$ cat config.mk
export PLATFORM = sky130hd
export DESIGN_NAME = minmax_scan_tracker
export DESIGN_NICKNAME = d
export VERILOG_FILES = /design/src/rtl/minmax_scan_tracker.sv
export SDC_FILE = /design/constraint.sdc
export NUM_CORES = 1
export LEC_CHECK = 0
export CORE_UTILIZATION = 49
export CTS_CLUSTER_DIAMETER = 50
export DETAILED_ROUTE_END_ITERATION = 10
export PLACE_DENSITY_LB_ADDON = 0.05
export SYNTH_ARGS = -nofsm -noshare
export SYNTH_HDL_FRONTEND = slang
export SYNTH_SLANG_ARGS = --single-unit
$ cat constraint.sdc
create_clock -name clk -period 5 [get_ports clk]
set_input_delay 1 -clock clk [delete_from_list [all_inputs] [get_ports clk]]
set_output_delay 1 -clock clk [all_outputs]
set_load 0.02 [all_outputs]
$ cat src/rtl/minmax_scan_tracker.sv
// minmax_scan_tracker: tracks the minimum or maximum word (with its address) across one scan of beats.
// Ports:
//   clk, rst_n              clock, asynchronous active-low reset
//   start, mode             begin a scan; mode 0 = minimum, 1 = maximum (latched at start)
//   in_valid/in_data/in_addr/in_last   scan beat stream, accepted when in_valid && in_ready
//   in_ready, busy, done    registered handshake/status (done is a one-cycle pulse)
//   best_valid/best_data/best_addr     current extreme word and its address
//   beat_count              accepted beats in the current or last scan, saturating
module minmax_scan_tracker #(
    parameter int DATA_W   = 8,
    parameter int ADDR_W   = 8,
    parameter int TIE_LAST = 0
) (
    input  logic              clk,
    input  logic              rst_n,
    input  logic              start,
    input  logic              mode,
    input  logic              in_valid,
    input  logic [DATA_W-1:0] in_data,
    input  logic [ADDR_W-1:0] in_addr,
    input  logic              in_last,
    output logic              in_ready,
    output logic              busy,
    output logic              done,
    output logic              best_valid,
    output logic [DATA_W-1:0] best_data,
    output logic [ADDR_W-1:0] best_addr,
    output logic [ADDR_W:0]   beat_count
);
    typedef enum logic [1:0] {IDLE, SCAN, DONE} state_t;

    localparam logic [ADDR_W:0] CNT_MAX = '1;

    state_t state;
    logic   mode_q;
    logic   take;

    // First beat of a scan always loads; later beats load on a strict win, or on a tie if TIE_LAST.
    always_comb begin
        take = !best_valid
            || (mode_q ? (in_data > best_data) : (in_data < best_data))
            || ((TIE_LAST != 0) && (in_data == best_data));
    end

    always_ff @(posedge clk or negedge rst_n) begin
        if (!rst_n) begin
            state      <= IDLE;
            mode_q     <= 1'b0;
            in_ready   <= 1'b0;
            busy       <= 1'b0;
            done       <= 1'b0;
            best_valid <= 1'b0;
            best_data  <= '0;
            best_addr  <= '0;
            beat_count <= '0;
        end else begin
            case (state)
                IDLE: if (start) begin
                    state      <= SCAN;
                    mode_q     <= mode;
                    beat_count <= '0;
                    best_valid <= 1'b0;
                    in_ready   <= 1'b1;
                    busy       <= 1'b1;
                end
                SCAN: if (in_valid) begin
                    beat_count <= (beat_count == CNT_MAX) ? beat_count : beat_count + 1'b1;
                    if (take) begin
                        best_data  <= in_data;
                        best_addr  <= in_addr;
                        best_valid <= 1'b1;
                    end
                    if (in_last) begin
                        state    <= DONE;
                        done     <= 1'b1;
                        busy     <= 1'b0;
                        in_ready <= 1'b0;
                    end
                end
                DONE: begin
                    state <= IDLE;
                    done  <= 1'b0;
                end
                default: state <= IDLE;
            endcase
        end
    end
endmodule

==> results of run 1 <==
worst max path at each step:
stage,endpoint,depth (start not counted),slack (ps),start
after global placement,best_addr[5],7,1490,in_data[7]
after CTS,best_addr[7],7,1760,in_data[7]
after floorplan,best_addr[0],7,2210,in_data[7]
final,best_addr[7],7,1770,in_data[7]
after global routing,best_data[7],7,1650,in_data[7]
after detailed placement,best_addr[7],7,1400,in_data[7]
layer usage:
metal	global-route usage, %	up-vias	part of all wire [%]
li1	-	575	-
met1	26.38	571	45
met2	34.03	38	49
met3	6.987	6	5.1
met4	8.163	0	1.7
met5	0	-	0
sequential cells by signal, summed over array words and instances, names as in the netlist:
name and cells:
busy 1, state 2, mode_q 1, best_addr 8, done 1, best_valid 1, beat_count 9, best_data 8
layout make-up:
| type | instances | area [um2] |
|---|---|---|
| flip-flops and latches | 31 | 775.7 |
| clock buffers | 6 | 51.30 |
| inverters | 12 | 45.04 |
| repair buffers | 51 | 508.0 |
| fillers | 242 | 898.4 |
| multi-input cells | 87 | 739.5 |
| clock inverters | 1 | 5.005 |
| well taps | 44 | 55.05 |
kinds of logic after synthesis:
logic type	count (synthesis)	share of synthesized area, %
xor+xnor	6	3.279
fa+ha+maj	10	7.806
buf+inv	16	5.464
compound gates	18	7.728
simple gates	35	12.41
flops	31	48.40
mux	18	14.91
per-stage QoR:
step | power, W | area [um2]
2_1_floorplan | 0.0008691 | 1603
3_3_place_gp | 0.001085 | 2123
5_1_grt | 0.001333 | 2180
3_5_place_dp | 0.001104 | 2123
4_1_cts | 0.001258 | 2180
6_report | 0.001245 | 2180
placed cells by master, fill, tap and decap left out, types with 7 or more instances in the layout:
| cell | instances |
|---|---|
| ha_1 | 10 |
| mux2_2 | 7 |
| dfrtp_1 | 31 |
| mux2_4 | 10 |
| nor2_1 | 8 |
| a21oi_1 | 9 |
| clkdlybuf4s50_1 | 50 |
| inv_1 | 12 |
worst max-delay path, cell delays in order:
cell	delay, ps
clkdlybuf4s50_1	440
ha_1	350
a21oi_1	140
o21ai_0	130
or3_4	390
o211ai_4	580
mux2_2	410
power groups by stage:
stage | sequential (W) | combinational, W | clock, W
finish | 0.000428 | 0.000667 | 0.000149
global placement | 0.000426 | 0.000659 | 0
floorplan | 0.000524 | 0.000346 | 0
global route | 0.000444 | 0.000726 | 0.000163
CTS | 0.000430 | 0.000674 | 0.000154
detailed placement | 0.000433 | 0.000671 | 0
==> impl_metrics.csv, run 1 <==
group,metric,value,unit
sta,setup_ws,1766,ps
sta,slew_headroom,47.23,%
power_and_ir_drop,power_switching_share,37.78,%
setup_path,critPathCaptureType,"flip-flop",
yosys,yosys.area.top_type,"dfrtp_1",
power_and_ir_drop,internal-power,0.0007744,W
detailed_routing,vias,1190,
yosys,ys_warn_count,0,
die,ios,51,
yosys,synth_edf_count,0,
detailed_routing,drt_iter0_drc,33,
sta,period_needed,3234,ps
yosys,synth_ff_type,"dfrtp_1",
cts,cts_setup_buffers,0,
detailed_routing,first_pass_iters,4,
setup_path,crit_fanout,16,
finish,finalNetCount,220,
cts,path_clk_slew,100,ps
sta,slew_violations,0,
cts,cts_buffers,5,
global_route,grt_max_degree,32,
setup_path,crit_type,"input port to flip-flop",
place,dp.cells,225,
yosys,async_flop_share,100.0,%
yosys,synthesis.area,0.001603,mm2
power_and_ir_drop,ir_drop,333.9,uV
place,dp_hpwl,2.268,mm
cts,hold_buffers,0,
die,dieArea,0.003503,mm2
sta,finalCritPeriodShare,64.68,%
sta,hold_violations,0,
die,rows,20,
finish,drive_above_1_share,15.43,%
die,dieWidth,59.19,um
place,place_ws,1396,ps
finish,final_util,70.81,%
cts,cts_tree,"yes",
power_and_ir_drop,seqPwrFrac,34.4,%
finish,stdcell_count,232,
cts,ctsResizeCount,0,
cts,cts_max_level,2,
global_route,antenna_found_initial,0,
detailed_routing,wl_per_cell,13.50,um
yosys,ys_ff_latch,31,
global_route,grt_pass1_vias,1219,
cts,clock_latency,330,ps
yosys,syn_inst,134,
finish,synthToLayoutAreaGrowth,35.99,%
sta,worst_slew_pin_slew,791.5,ps
power_and_ir_drop,power_frac_comb,53.6,%
hold_path,hold_start,"state[1]",
sta,setup-violations-final,0,
global_route,grt_use_total,21.19,%
yosys,yosys-top-cells-count,"31 x dfrtp_1, 12 x inv_1, 10 x ha_1, 10 x mux2_4, 9 x a21oi_1",
die,core_area,0.003078,mm2
run,cap_viol_max_count,0,
hold_path,holdPathEnd,"state[0]",
sta,holdWs,496.0,ps
detailed_routing,drc,0,
yosys,avgSynthCellArea,11.96,um2
power_and_ir_drop,power_density,571.1,mW/mm2
die,die_y,59.19,um
setup_path,r2r_setup_slack,2400,ps
cts,max-clock-path-buffers,2,
yosys,synthDistinctLibCells,32,
cts,cts_root_buffer,"clkbuf_4",
yosys,synth_nets,166,
setup_path,arrival,3450,ps
global_route,grt_pass1_wl,5.464,mm
detailed_routing,wirelength,3.131,mm
hold_path,min_delay_path_depth,1,
outcome,status,"complete, no violations",
power_and_ir_drop,leakage,0.9908,nW
setup_path,cp-start-kind,"input port",
yosys,synth_most_common_cell,"dfrtp_1",
power_and_ir_drop,switchingPower,0.0004703,W
sta,fmax,309.2,MHz
finish,num_antenna_cells,0,
sta,setup_tns,0,ps
place,place_congestion,0.7657,
cts,cts_sinks,31,
sta,rsz0062_at_grt,"false",
sta,finalClockSkew,6.594,ps
setup_path,r2r_cells,9,
yosys,synth.area.top_cells,"dfrtp_1 48%, mux2_4 9.4%, ha_1 7.8%, mux2_2 4.9%, xor2_1 3.3%",
yosys,ys_seq_area_share,48.40,%
hold_path,hp-class,"flip-flop to flip-flop",
yosys,synth_top_area_share,48.40,%
setup_path,r2r-start,"beat_count[2]",
global_route,grt-ovfl-total,0,
setup_path,required,5220,ps
detailed_routing,ant_nets,0,
place,io_buffer_count,50,
power_and_ir_drop,p_clk_share,12.0,%
die,start_util,52.07,%
detailed_routing,vias_per_cell,5.129,
setup_path,rr_endpoint,"beat_count[6]",
Note: power is estimated with default switching activity, not from simulation.
==> run 2, diff against run 1 <==
CORE_UTILIZATION = 41   (was 49)
clock period = 2.8 ns   (was 5 ns; I/O delays follow)
==> impl_metrics.csv, run 2 (same netlist as run 1, synthesis figures left out) <==
group,metric,value,unit
sta,period_needed,2578,ps
place,dp_hpwl,2.434,mm
detailed_routing,ant_nets,0,
sta,finalCritPeriodShare,92.07,%
setup_path,cp_cell_sequence,"clkdlybuf4s50_1, ha_1, a21oi_1, o21ai_0, or3_4, o211ai_4, buf_4, mux2_2",
die,start_util,43.13,%
power_and_ir_drop,seqPwrFrac,31.8,%
cts,cts_buffers,5,
power_and_ir_drop,internal-power,0.001534,W
cts,clock_latency,280,ps
cts,cts_root_buffer,"clkbuf_8",
setup_path,crit_fanout,9,
power_and_ir_drop,ir_drop,749.7,uV
global_route,grt_pass1_vias,1299,
detailed_routing,drt_iter0_drc,28,
finish,finalNetCount,226,
sta,setup_tns,0,ps
die,rows,22,
detailed_routing,drc,0,
die,die_y,64.53,um
detailed_routing,vias_per_cell,4.959,
detailed_routing,wl_per_cell,13.28,um
setup_path,required,2970,ps
place,io_buffer_count,50,
power_and_ir_drop,power_switching_share,36.14,%
die,ios,51,
global_route,grt_max_degree,32,
global_route,grt-ovfl-total,0,
cts,path_clk_slew,70,ps
power_and_ir_drop,power_frac_comb,52.0,%
setup_path,slowest_stage,"clkdlybuf4s50_1",
finish,fill_cells,322,
setup_path,cp-start-kind,"input port",
place,place_congestion,0.7409,
setup_path,critPathCaptureType,"flip-flop",
setup_path,crit_family,"buffers and inverters",
setup_path,cpPeakStageDelay,430,ps
cts,cts_sinks,31,
detailed_routing,first_pass_iters,4,
sta,holdWs,490.1,ps
sta,worst_slew_pin_slew,499.0,ps
finish,layout_common_cells,"50 x clkdlybuf4s50_1, 31 x dfrtp_1, 12 x inv_1",
cts,cts_max_level,2,
setup_path,arrival,2750,ps
power_and_ir_drop,p_clk_share,16.2,%
setup_path,cp_num_buf_inv,2,
finish,largest_reg_flops,9,
run,cap_viol_max_count,0,
sta,setup-violations-final,0,
detailed_routing,vias,1205,
sta,slew_headroom,66.61,%
finish,final_common_cell,"clkdlybuf4s50_1",
cts,hold_buffers,0,
cts,cts_tree,"yes",
detailed_routing,wirelength,3.228,mm
power_and_ir_drop,leakage,1.037,nW
finish,largest_register,"beat_count",
sta,hold_violations,0,
cts,max-clock-path-buffers,2,
sta,fmax,387.9,MHz
sta,slew_violations,0,
hold_path,hp-class,"flip-flop to flip-flop",
die,core_area,0.003716,mm2
cts,cts_setup_buffers,0,
power_and_ir_drop,power_density,1055,mW/mm2
outcome,status,"complete, no violations",
sta,finalClockSkew,3.620,ps
finish,drive_above_1_share,18.46,%
finish,reg.largest.list,"beat_count (9), best_addr (8), best_data (8)",
finish,synthToLayoutAreaGrowth,42.08,%
finish,num_antenna_cells,0,
cts,ctsResizeCount,0,
power_and_ir_drop,switchingPower,0.0008678,W
finish,final_util,61.28,%
global_route,antenna_found_initial,0,
die,dieWidth,64.53,um
global_route,grt_use_total,18.53,%
die,dieArea,0.004163,mm2
sta,rsz0062_at_grt,"false",
setup_path,crit_type,"input port to flip-flop",
global_route,grt_pass1_wl,5.885,mm
## run 2: layout make-up
cell class                      instances  area [um2]  share of cell area [%]
Sequential cell                        31       775.7                   34.07
Timing Repair Buffer                   57       553.0                   24.29
Multi-Input combinational cell         87       739.5                   32.47
Inverter                               12       45.04                   1.978
Tap cell                               48       60.06                   2.637
Clock buffer                            7       96.34                   4.231
Clock inverter                          1       7.507                  0.3297
## run 2: power by group through the flow
stage / Combinational (W) / Clock [W] / Sequential, W
floorplan: 0.000617 / 0 / 0.000935
global placement: 0.00123 / 0 / 0.000762
detailed placement: 0.00126 / 0 / 0.000775
CTS: 0.00126 / 0.000408 / 0.000767
global route: 0.00135 / 0.000422 / 0.000793
finish: 0.00125 / 0.000390 / 0.000763
## run 2: routing by layer
layer | global-route usage, % | wire (um) | vias to the layer above
li1 | - | - | 594
met1 | 22.35 | 1427 | 569
met2 | 30.39 | 1598 | 35
met3 | 4.049 | 143 | 7
met4 | 10.56 | 59 | 0
met5 | 0 | 0 | -
## run 2: through the flow
step | total power [W] | setup WS [ps] | cells | instance area, um2
2_1_floorplan | 0.001552 | 447.0 | 134 | 1603
3_3_place_gp | 0.001995 | -25.26 | 235 | 2173
3_5_place_dp | 0.002030 | -58.51 | 235 | 2173
4_1_cts | 0.002437 | 239.0 | 243 | 2277
5_1_grt | 0.002568 | 146.2 | 243 | 2277
6_report | 0.002402 | 221.9 | 243 | 2277
## run 2: final timing paths
kind	startpoint	to	slack (ps)	depth (start not counted)
max	in_data[7]	best_data[7]	220	8
min	state[1]	state[0]	490	1
max reg2reg	best_data[7]	best_data[7]	550	8
min reg2reg	state[1]	state[0]	490	1
max in group asynchronous	rst_n	best_data[1]	1850	2
min in group asynchronous	rst_n	beat_count[5]	670	2
## run 2: worst register-to-register path: cells and delay by family, from the launching register on
family          cells  cell delay [ps]
buf+inv             2              290
compound gates      3              440
fa+ha+maj           1              300
flops               1              370
mux                 1              350
simple gates        1              400
